==> src/rtl/uart_baud_cfg_ctrl_if.sv <==
// Signal bundle between the UART register block, transmitter, baud divider and the baud
// reconfiguration sequencer. The master side is the CPU/TX/divider environment.
interface uart_baud_cfg_ctrl_if;
    logic        cfg_req;
    logic [15:0] cfg_divisor;
    logic        cfg_ack;
    logic        cfg_err;
    logic        cfg_busy;
    logic        tx_busy;
    logic        tx_hold;
    logic        baud_clk;
    logic        dlab;
    logic [7:0]  dll;
    logic [7:0]  dlh;
    logic        locked;

    modport master (
        output cfg_req, cfg_divisor, tx_busy, baud_clk,
        input  cfg_ack, cfg_err, cfg_busy, tx_hold, dlab, dll, dlh, locked
    );

    modport slave (
        input  cfg_req, cfg_divisor, tx_busy, baud_clk,
        output cfg_ack, cfg_err, cfg_busy, tx_hold, dlab, dll, dlh, locked
    );
endinterface

==> src/rtl/uart_baud_cfg_ctrl.sv <==
// Run-time UART baud divisor reprogramming: drain TX, load DLL/DLH under DLAB, confirm baud_clk toggles.
// Optional BAUD_PERIOD_CHECK_EN: also verify the baud_clk period against the loaded divisor while syncing.
//
//   state | meaning
//   IDLE  | waiting for cfg_req; also issues the one-cycle reject ack for an illegal divisor
//   DRAIN | tx_hold asserted, waiting for the transmitter to finish its frame
//   LOAD  | dlab high with dll/dlh driven for LOAD_CYCLES cycles
//   SYNC  | counting baud_clk rising edges until lock, or timing out
module uart_baud_cfg_ctrl #(
    parameter int unsigned LOAD_CYCLES  = 2,
    parameter int unsigned IDLE_TIMEOUT = 1024,
    parameter int unsigned LOCK_EDGES   = 2,
    parameter int unsigned MIN_DIV      = 2
) (
    input logic                 clk_cpu,
    input logic                 rst,
    uart_baud_cfg_ctrl_if.slave bus
);

    typedef enum logic [1:0] {
        ST_IDLE,
        ST_DRAIN,
        ST_LOAD,
        ST_SYNC
    } state_t;

    localparam logic [15:0] TMO_LAST  = 16'(IDLE_TIMEOUT - 1);
    localparam logic [15:0] LOAD_LAST = 16'(LOAD_CYCLES - 1);
    localparam logic [15:0] EDGE_LAST = 16'(LOCK_EDGES - 1);
    localparam logic [15:0] MIN_DIV_W = 16'(MIN_DIV);

    state_t      state;
    logic [15:0] div_q;
    logic [15:0] tmr_cnt;
    logic [15:0] tmr_inc;
    logic [15:0] ld_cnt;
    logic [15:0] edge_cnt;
    logic        baud_q;
    logic        rise;
    logic        reject_pend;
    logic        ack_q;
    logic        err_q;
    logic        busy_q;
    logic        hold_q;
    logic        dlab_q;
    logic [7:0]  dll_q;
    logic [7:0]  dlh_q;
    logic        locked_q;

    assign rise    = bus.baud_clk & ~baud_q;
    assign tmr_inc = (tmr_cnt == 16'hFFFF) ? tmr_cnt : tmr_cnt + 16'd1;

`ifdef BAUD_PERIOD_CHECK_EN
    // Nominal period 2*(floor(D/2)+1); the first edge has no predecessor so it is not measured.
    logic [16:0] meas_period;
    logic [16:0] req_period;
    logic        period_bad;

    assign meas_period = {1'b0, tmr_cnt} + 17'd1;
    assign req_period  = {1'b0, div_q[15:1], 1'b0} + 17'd2;
    assign period_bad  = (edge_cnt != 16'd0) &&
                         ((meas_period > req_period + 17'd1) ||
                          (meas_period + 17'd1 < req_period));
`endif

    always_ff @(posedge clk_cpu or negedge rst) begin
        if (!rst) begin
            state       <= ST_IDLE;
            div_q       <= 16'd0;
            tmr_cnt     <= 16'd0;
            ld_cnt      <= 16'd0;
            edge_cnt    <= 16'd0;
            baud_q      <= 1'b0;
            reject_pend <= 1'b0;
            ack_q       <= 1'b0;
            err_q       <= 1'b0;
            busy_q      <= 1'b0;
            hold_q      <= 1'b0;
            dlab_q      <= 1'b0;
            dll_q       <= 8'd0;
            dlh_q       <= 8'd0;
            locked_q    <= 1'b0;
        end else begin
            baud_q <= bus.baud_clk;
            ack_q  <= 1'b0;
            case (state)
                ST_IDLE: begin
                    if (reject_pend) begin
                        reject_pend <= 1'b0;
                        ack_q       <= 1'b1;
                        err_q       <= 1'b1;
                        busy_q      <= 1'b0;
                    end else if (bus.cfg_req) begin
                        div_q  <= bus.cfg_divisor;
                        busy_q <= 1'b1;
                        err_q  <= 1'b0;
                        if (bus.cfg_divisor < MIN_DIV_W) begin
                            reject_pend <= 1'b1;
                        end else begin
                            state   <= ST_DRAIN;
                            hold_q  <= 1'b1;
                            tmr_cnt <= 16'd0;
                        end
                    end
                end

                ST_DRAIN: begin
                    // Timeout is checked first so it wins over a same-cycle tx_busy fall.
                    if (tmr_cnt == TMO_LAST) begin
                        state  <= ST_IDLE;
                        ack_q  <= 1'b1;
                        err_q  <= 1'b1;
                        busy_q <= 1'b0;
                        hold_q <= 1'b0;
                    end else begin
                        tmr_cnt <= tmr_inc;
                        if (!bus.tx_busy) begin
                            state    <= ST_LOAD;
                            dlab_q   <= 1'b1;
                            dll_q    <= div_q[7:0];
                            dlh_q    <= div_q[15:8];
                            locked_q <= 1'b0;
                            ld_cnt   <= LOAD_LAST;
                        end
                    end
                end

                ST_LOAD: begin
                    if (ld_cnt == 16'd0) begin
                        state    <= ST_SYNC;
                        dlab_q   <= 1'b0;
                        tmr_cnt  <= 16'd0;
                        edge_cnt <= 16'd0;
                    end else begin
                        ld_cnt <= ld_cnt - 16'd1;
                    end
                end

                ST_SYNC: begin
                    if (rise) begin
`ifdef BAUD_PERIOD_CHECK_EN
                        if (period_bad) begin
                            state    <= ST_IDLE;
                            ack_q    <= 1'b1;
                            err_q    <= 1'b1;
                            busy_q   <= 1'b0;
                            hold_q   <= 1'b0;
                            locked_q <= 1'b0;
                        end else
`endif
                        if (edge_cnt == EDGE_LAST) begin
                            state    <= ST_IDLE;
                            ack_q    <= 1'b1;
                            err_q    <= 1'b0;
                            busy_q   <= 1'b0;
                            hold_q   <= 1'b0;
                            locked_q <= 1'b1;
                        end else begin
                            edge_cnt <= edge_cnt + 16'd1;
                            tmr_cnt  <= 16'd0;
                        end
                    end else if (tmr_cnt == TMO_LAST) begin
                        state    <= ST_IDLE;
                        ack_q    <= 1'b1;
                        err_q    <= 1'b1;
                        busy_q   <= 1'b0;
                        hold_q   <= 1'b0;
                        locked_q <= 1'b0;
                    end else begin
                        tmr_cnt <= tmr_inc;
                    end
                end

                default: state <= ST_IDLE;
            endcase
        end
    end

    assign bus.cfg_ack  = ack_q;
    assign bus.cfg_err  = err_q;
    assign bus.cfg_busy = busy_q;
    assign bus.tx_hold  = hold_q;
    assign bus.dlab     = dlab_q;
    assign bus.dll      = dll_q;
    assign bus.dlh      = dlh_q;
    assign bus.locked   = locked_q;

endmodule

==> src/flat_wrapper.sv <==
// flat-port wrapper written by rule: the top's interface ports become plain ports
module uart_baud_cfg_ctrl_flat 
#(
    parameter int unsigned LOAD_CYCLES  = 2,
    parameter int unsigned IDLE_TIMEOUT = 1024,
    parameter int unsigned LOCK_EDGES   = 2,
    parameter int unsigned MIN_DIV      = 2
)
  (clk_cpu, rst, bus_cfg_req, bus_cfg_divisor, bus_tx_busy, bus_baud_clk, bus_cfg_ack, bus_cfg_err, bus_cfg_busy, bus_tx_hold, bus_dlab, bus_dll, bus_dlh, bus_locked);
  uart_baud_cfg_ctrl_if bus_i ();
  input logic clk_cpu;
  input logic rst;
  input wire logic [$bits(bus_i.cfg_req)-1:0] bus_cfg_req;
  input wire logic [$bits(bus_i.cfg_divisor)-1:0] bus_cfg_divisor;
  input wire logic [$bits(bus_i.tx_busy)-1:0] bus_tx_busy;
  input wire logic [$bits(bus_i.baud_clk)-1:0] bus_baud_clk;
  output wire logic [$bits(bus_i.cfg_ack)-1:0] bus_cfg_ack;
  output wire logic [$bits(bus_i.cfg_err)-1:0] bus_cfg_err;
  output wire logic [$bits(bus_i.cfg_busy)-1:0] bus_cfg_busy;
  output wire logic [$bits(bus_i.tx_hold)-1:0] bus_tx_hold;
  output wire logic [$bits(bus_i.dlab)-1:0] bus_dlab;
  output wire logic [$bits(bus_i.dll)-1:0] bus_dll;
  output wire logic [$bits(bus_i.dlh)-1:0] bus_dlh;
  output wire logic [$bits(bus_i.locked)-1:0] bus_locked;
  assign bus_i.cfg_req = bus_cfg_req;
  assign bus_i.cfg_divisor = bus_cfg_divisor;
  assign bus_i.tx_busy = bus_tx_busy;
  assign bus_i.baud_clk = bus_baud_clk;
  assign bus_cfg_ack = bus_i.cfg_ack;
  assign bus_cfg_err = bus_i.cfg_err;
  assign bus_cfg_busy = bus_i.cfg_busy;
  assign bus_tx_hold = bus_i.tx_hold;
  assign bus_dlab = bus_i.dlab;
  assign bus_dll = bus_i.dll;
  assign bus_dlh = bus_i.dlh;
  assign bus_locked = bus_i.locked;
  uart_baud_cfg_ctrl #(.LOAD_CYCLES(LOAD_CYCLES), .IDLE_TIMEOUT(IDLE_TIMEOUT), .LOCK_EDGES(LOCK_EDGES), .MIN_DIV(MIN_DIV)) u_core (.clk_cpu(clk_cpu), .rst(rst), .bus(bus_i));
endmodule
==> config.mk <==
export PLATFORM = sky130hd
export DESIGN_NAME = uart_baud_cfg_ctrl_flat
export DESIGN_NICKNAME = d
export VERILOG_FILES = /design/src/rtl/uart_baud_cfg_ctrl_if.sv /design/src/rtl/uart_baud_cfg_ctrl.sv /design/src/flat_wrapper.sv
export SDC_FILE = /design/constraint.sdc
export NUM_CORES = 1
export LEC_CHECK = 0
export ABC_AREA = 0
export CORE_MARGIN = 8
export CORE_UTILIZATION = 30
export CTS_BUF_LIST = sky130_fd_sc_hd__clkbuf_2
export CTS_CLUSTER_DIAMETER = 80
export DETAILED_ROUTE_END_ITERATION = 12
export GPL_TIMING_DRIVEN = 0
export PLACE_DENSITY = 0.48
export SYNTH_ARGS = -nofsm -noshare
export SYNTH_HDL_FRONTEND = slang
export SYNTH_SLANG_ARGS = --single-unit
==> constraint.sdc <==
create_clock -name clk_cpu -period 2.6 [get_ports clk_cpu]
set_input_delay 0.52 -clock clk_cpu [delete_from_list [all_inputs] [get_ports clk_cpu]]
set_output_delay 0.52 -clock clk_cpu [all_outputs]
set_load 0.01 [all_outputs]
==> flow_summary.toml, run 1 <==
[synth]
synthMuxAreaShare_pct = 8.251
synth_fa_ha_area_share_pct = 1.375
yosys.cell_types.count = 56
synth-compound-area-share_pct = 15.29
synthXorXnorAreaFrac_pct = 3.465
synth_seq_cells = 90
syn_avg_cell_area_um2 = 10.34
synth-edff-count = 0
synth_flop_cell = "dfrtp_1"
ys_warn_count = 0
syn_inst = 440
yosys.area_share.simple_pct = 18.26
synth_seq_area_share_pct = 49.50
syn_area_um2 = 4549
synth_top_family_by_area = "simple AND/OR/NAND/NOR gates"
syn_nets = 466
async_reset_ff_share_pct = 100.0

[worst_setup_path]
crit_arrival_ns = 3.06
criticalPathCategory = "reg2reg"
cp_max_fo = 5
worst_setup_path_end_kind = "flip-flop"
startpoint_type = "flip-flop"
required_ns = 3.12

[routing]
dr.pass1.iters = 5
top_layer = "met4"
drtIter0Drc = 194
via_count = 3666
route.met3.wl_um = 500
via_per_inst = 5.305
route.layer.met1.wl_um = 5481
postRouteAntennaNets = 0
route.met2.wl_um = 5289
routed_wl_um = 11410
wl_per_cell_um = 16.51
post-route-drc-count = 0

[timing]
slew_headroom_pct = 34.53
setup_tns_ns = 0
fmax_mhz = 394.3
slew_violations = 0
rsz0062_at_grt = "false"
finalCritPeriodShare_pct = 97.55
hold_viol_final = 0
min_period_ns = 2.536
setup_violations = 0
worstMarginPinSlew_ns = 0.9799
finClkSkew_ns = 0.03026

[finish]
n_antenna_cell = 0
finalNetCount = 524
finish.utilization_pct = 36.57
drive_above_1_share_pct = 16.70
areaGrowthSynthToFinish_pct = 20.85
fill_cells = 1484

[floorplanning]
dieArea_um2 = 19360
io_pins = 43
rows = 45
floorplan.initialDensity_pct = 30.26
core_um2 = 15030
dieWidth_um = 139.1
die_height_um = 139.1

[power_and_ir_drop]
clockPowerShare_pct = 15.8
p_leak_nw = 2.166
peakVddDrop_v = 0.0004707
power.switching_mw = 2.183
p_per_area_nw_per_um2 = 1011
pwr-share-seq_pct = 43.0
switching_share_pct = 39.28
total_power_mw = 5.558
combPwrFrac_pct = 41.3
internal_power_mw = 3.375

[outcome]
status = "finished, final reports clean"

[grt]
grt_max_degree = 69
grt_pass1_vias = 3583
grt-ovfl-total = 0
grt_pass1_wl_um = 19020
antenna_found_initial = 0
track_usage_pct = 12.12

[cts]
cts_root_buf = "clkbuf_2"
insertion_delay_ns = 0.61
cts_inserted_buffers = 9
clock-sinks = 90
h-tree-depth = 3
clkTransAtPathRegs_ns = 0.26
cts_tree = "done"
clk_path_buf_depth = 2

[hold_path]
hp-class = "in2async"

[placement]
dp_hpwl_um = 7876
port_buffers = 42
gp_congestion = 0.7995

[run]
max_cap_violations = 0
sequential cells by signal, summed over array words and instances (netlist names), 8 cells and up, named ones only:
name and cells:
u_core.bus.dll 8, u_core.edge_cnt 16, u_core.ld_cnt 16, u_core.tmr_cnt 16, u_core.bus.dlh 8, u_core.div_q 16
timing repair:
| item | 4_1_cts | 5_1_grt |
|---|---|---|
| resized for setup | 12 | 10 |
| pin swaps | 4 | 1 |
| hold endpoints to repair | 22 | 0 |
| endpoints found under the setup margin | 54 | 24 |
| hold buffers | 1 | 0 |
| buffers inserted | 4 | 1 |
| cloned | 0 | 0 |
cell usage after synthesis, types with 4 or more instances:
cell type / n / area share, %
o31ai_1: 6 / 0.99
nor2_1: 32 / 2.6
ha_1: 5 / 1.4
nand3_1: 15 / 1.7
and2_1: 4 / 0.55
nand4_1: 14 / 1.9
xnor2_1: 8 / 1.5
o21ai_0: 21 / 2.3
a31oi_1: 10 / 1.4
mux2_2: 32 / 7.9
and4_1: 8 / 1.5
or3_1: 8 / 1.1
xor2_1: 10 / 1.9
nor4_1: 17 / 2.3
nor3_1: 12 / 1.3
nand2_1: 20 / 1.7
o211ai_1: 7 / 1.2
or4_1: 6 / 0.99
dfrtp_1: 90 / 50
a21oi_1: 22 / 2.4
o2111ai_1: 8 / 1.5
inv_1: 16 / 1.3
clkbuf_1: 18 / 1.5
power by group through the flow:
stage          Clock, mW  Combinational, mW  Sequential [mW]
6_report           0.876               2.29             2.39
5_1_grt            0.976               2.54             2.48
4_1_cts            0.930               2.30             2.39
3_5_place_dp           0               2.24             2.42
3_3_place_gp           0               2.20             2.41
2_1_floorplan          0               1.43             2.38
cells by family (layout without fill, tap and decap cells):
group                    after synthesis  in the layout
buffers and inverters                 40            103
multiplexers                          33             33
adder cells (fa/ha/maj)                5              5
XOR/XNOR                              18             18
flip-flops                            90             90
AND/OR/NAND/NOR                      152            152
AO/OA/AOI/OAI                        102            102
routing by layer:
layer / track usage (%) / vias to the layer above
met5: 0 / -
met4: 3.351 / 0
met3: 4.509 / 10
met2: 18.40 / 70
met1: 15.82 / 1823
li1: - / 1763
stage by stage:
stage               setup slack, ns  hold slack [ns]  std cells  instance area, µm²
floorplan                   0.07695           0.2244        440                4549
global placement             -2.517           0.4844        670                5205
detailed placement          -0.6570           0.4533        671                5230
CTS                         0.01538           0.2621        690                5456
global route               0.009340           0.2681        691                5498
finish                      0.06357           0.3178        691                5498
worst max-delay path, stage by stage (launching register included):
cell and delay [ns]:
dfrtp_1 0.45, or4_4 0.56, or4_4 0.51, buf_6 0.14, o21a_4 0.21, a2111o_1 0.33
mux2_4 0.26
cell type report:
cell class / instances / area (µm²) / area share [%]
Clock inverter: 7 / 108.9 / 1.980
Clock buffer: 9 / 45.04 / 0.8193
Inverter: 16 / 60.06 / 1.092
Timing Repair Buffer: 49 / 493.0 / 8.967
Buffer: 22 / 108.9 / 1.980
Sequential cell: 90 / 2252 / 40.96
Tap cell: 188 / 235.2 / 4.279
Multi-Input combinational cell: 310 / 2195 / 39.92
layout by cell type (no fill, tap or decap), drive strengths merged, types with 3 or more instances in the layout:
| cell | count |
|---|---|
| a21oi | 22 |
| a31oi | 10 |
| and2 | 5 |
| and3 | 3 |
| and4 | 8 |
| buf | 12 |
| clkbuf | 26 |
| clkdlybuf4s50 | 41 |
| dfrtp | 90 |
| ha | 5 |
| inv | 19 |
| mux2 | 33 |
| nand2 | 20 |
| nand3 | 15 |
| nand4 | 14 |
| nor2 | 32 |
| nor2b | 3 |
| nor3 | 12 |
| nor4 | 17 |
| o2111ai | 8 |
| o211ai | 7 |
| o21ai | 21 |
| o22a | 3 |
| o31ai | 6 |
| or3 | 8 |
| or4 | 8 |
| xnor2 | 8 |
| xor2 | 10 |
path summary, 6_finish.rpt:
kind,start,endpoint,slack [ns],cells past startpoint
worst max register to register,u_core.ld_cnt[4],u_core.tmr_cnt[0],0.06,6
worst min register to register,u_core.div_q[13],u_core.bus.dlh[5],0.52,1
worst max-delay path,u_core.ld_cnt[4],u_core.tmr_cnt[0],0.06,6
max in group asynchronous,rst,u_core.bus.cfg_err,1.65,3
worst min-delay path,rst,u_core.ld_cnt[8],0.32,2
min in group clk_cpu,bus_baud_clk,u_core.baud_q,0.45,1
No activity file was read; power rests on OpenSTA's default activity.
==> inputs of run 2 (changes only) <==
--- a/config.mk
+++ b/config.mk
@@ -11,7 +11,6 @@
 export CTS_BUF_LIST = sky130_fd_sc_hd__clkbuf_2
 export CTS_CLUSTER_DIAMETER = 80
 export DETAILED_ROUTE_END_ITERATION = 12
-export GPL_TIMING_DRIVEN = 0
 export PLACE_DENSITY = 0.48
 export SYNTH_ARGS = -nofsm -noshare
 export SYNTH_HDL_FRONTEND = slang
==> run 2 against run 1 <==
Compared with the run above: global-route usage up 0.15 points; critical path depth fell by 1; maximum frequency up 3.4%; flip-flop and latch count stayed put; sequential power is essentially flat; highest routed layer unchanged.
==> flow_summary.toml, run 2 (synthesis results as in run 1) <==
[outcome]
status = "finished, final reports clean"

[worst_setup_path]
worst_setup_path_end_kind = "flip-flop"
max_stage_delay_ns = 0.53
required_ns = 3.13
startpoint_type = "flip-flop"
crit_arrival_ns = 2.99
cp_max_fo = 15
criticalPathCategory = "reg2reg"
path_cells = "or4_4 > or4_4 > o22a_2 > or4_1 > a21oi_1"
critical_path.slowest_cell = "or4_4"
reg2reg_slack_ns = 0.15
crit_top_cell = "or4_4"

[cts]
cts_tree = "done"
clkTransAtPathRegs_ns = 0.26
cts_root_buf = "clkbuf_2"
insertion_delay_ns = 0.60
clock-sinks = 90
cts_inserted_buffers = 9
h-tree-depth = 3
clk_path_buf_depth = 2

[finish]
final_common_cell = "dfrtp_1"
finalNetCount = 519
n_antenna_cell = 0
drive_above_1_share_pct = 16.06
multi_input_area_um2 = 2135
seqCellArea_um2 = 2252
layout_common_cells = "dfrtp_1, clkdlybuf4s50_1, nor2_1, mux2_2"
areaGrowthSynthToFinish_pct = 18.78
final_cells = 686
fill_cells = 1545

[floorplanning]
floorplan.initialDensity_pct = 30.26
rows = 45
io_pins = 43
die_height_um = 139.1
dieArea_um2 = 19360
dieWidth_um = 139.1
core_um2 = 15030

[timing]
worstMarginPinSlew_ns = 0.5196
finalCritPeriodShare_pct = 94.37
fmax_mhz = 407.6
min_period_ns = 2.454
rsz0062_at_grt = "false"
setup_violations = 0
setup_ws_ns = 0.1464
slew_violations = 0
setup_tns_ns = 0
slew_headroom_pct = 65.04
finClkSkew_ns = 0.03494
hold_viol_final = 0

[grt]
antenna_found_initial = 0
grt_max_degree = 42
grt_pass1_vias = 3765
grt-ovfl-total = 0
grt_pass1_wl_um = 19400
track_usage_pct = 12.27

[placement]
pre_cts_ws_ns = 0.06584
place_inst = 669
dp_hpwl_um = 7886
gp_congestion = 0.8078
port_buffers = 42

[run]
max_cap_violations = 0

[routing]
wl_per_cell_um = 16.42
post-route-drc-count = 0
dr.pass1.iters = 4
routed_wl_um = 11270
postRouteAntennaNets = 0
via_count = 3623
via_per_inst = 5.281
drtIter0Drc = 237

[power_and_ir_drop]
peakVddDrop_v = 0.0004319
p_per_area_nw_per_um2 = 979.1
p_leak_nw = 2.165

[hold_path]
hp-class = "in2async"
run 2: cell count changes in the layout (fill, tap and decap cells not counted), moves of 4 or more:
| cell | previous run | this run |
|---|---|---|
| clkbuf_1 | 12 | 0 |
| clkbuf_2 | 14 | 9 |
| nor4_1 | 12 | 17 |
| nor4_2 | 4 | 0 |
| buf_4 | 7 | 22 |
run 2: through the flow:
step | power (mW) | cell area, µm² | util, % | hold slack (ns)
finish | 5.291 | 5404 | 35.95 | 0.3864
global route | 5.759 | 5404 | 35.95 | 0.3053
CTS | 5.376 | 5404 | 35.95 | 0.3192
detailed placement | 4.688 | 5298 | 35.24 | 0.4938
global placement | 4.645 | 5298 | 35.24 | 0.4853
floorplan | 3.808 | 4549 | - | 0.2244
run 2: metal layers:
metal	global-route usage (%)	wire, µm	vias up
met3	4.200	547	8
li1	-	-	1757
met1	15.27	5300	1794
met2	19.88	5297	64
met4	3.293	121	0
met5	0	0	-
run 2: worst paths after layout:
check	startpoint	to	cells after the start
setup / recovery	u_core.ld_cnt[4]	u_core.edge_cnt[11]	5
hold / removal	rst	u_core.tmr_cnt[8]	2
setup reg to reg	u_core.ld_cnt[4]	u_core.edge_cnt[11]	5
hold reg to reg	u_core.div_q[13]	u_core.bus.dlh[5]	1
max in group asynchronous	rst	u_core.ld_cnt[7]	3
min in group clk_cpu	bus_baud_clk	u_core.baud_q	1
run 2: layout make-up:
cell class                 instances  share of cell area (%)
clock buffer                       9                  0.8335
clock inverter                     7                  0.9493
inverter                          16                   1.111
multi-input combinational        310                   39.50
sequential                        90                   41.68
tap                              188                   4.353
timing repair buffer              66                   11.58
run 2: where the power goes:
group | internal [mW] | leakage [nW] | total, mW | switching [mW]
Clock | 0.133 | 0.0619 | 0.653 | 0.520
Combinational | 1.11 | 0.979 | 2.22 | 1.12
Sequential | 1.93 | 1.12 | 2.42 | 0.482
run 2: worst max-delay path, delay by kind of cell, from the launching register on:
family | cells | cell delay (ns)
AOI/OAI and AO/OA | 2 | 0.48
DFF | 1 | 0.46
and+or+nand+nor | 3 | 1.49
run 2: what timing repair did:
item	CTS	global route
hold buffers	1	0
hold endpoints to repair	31	0
setup buffers	0	0
gates resized for setup	0	0
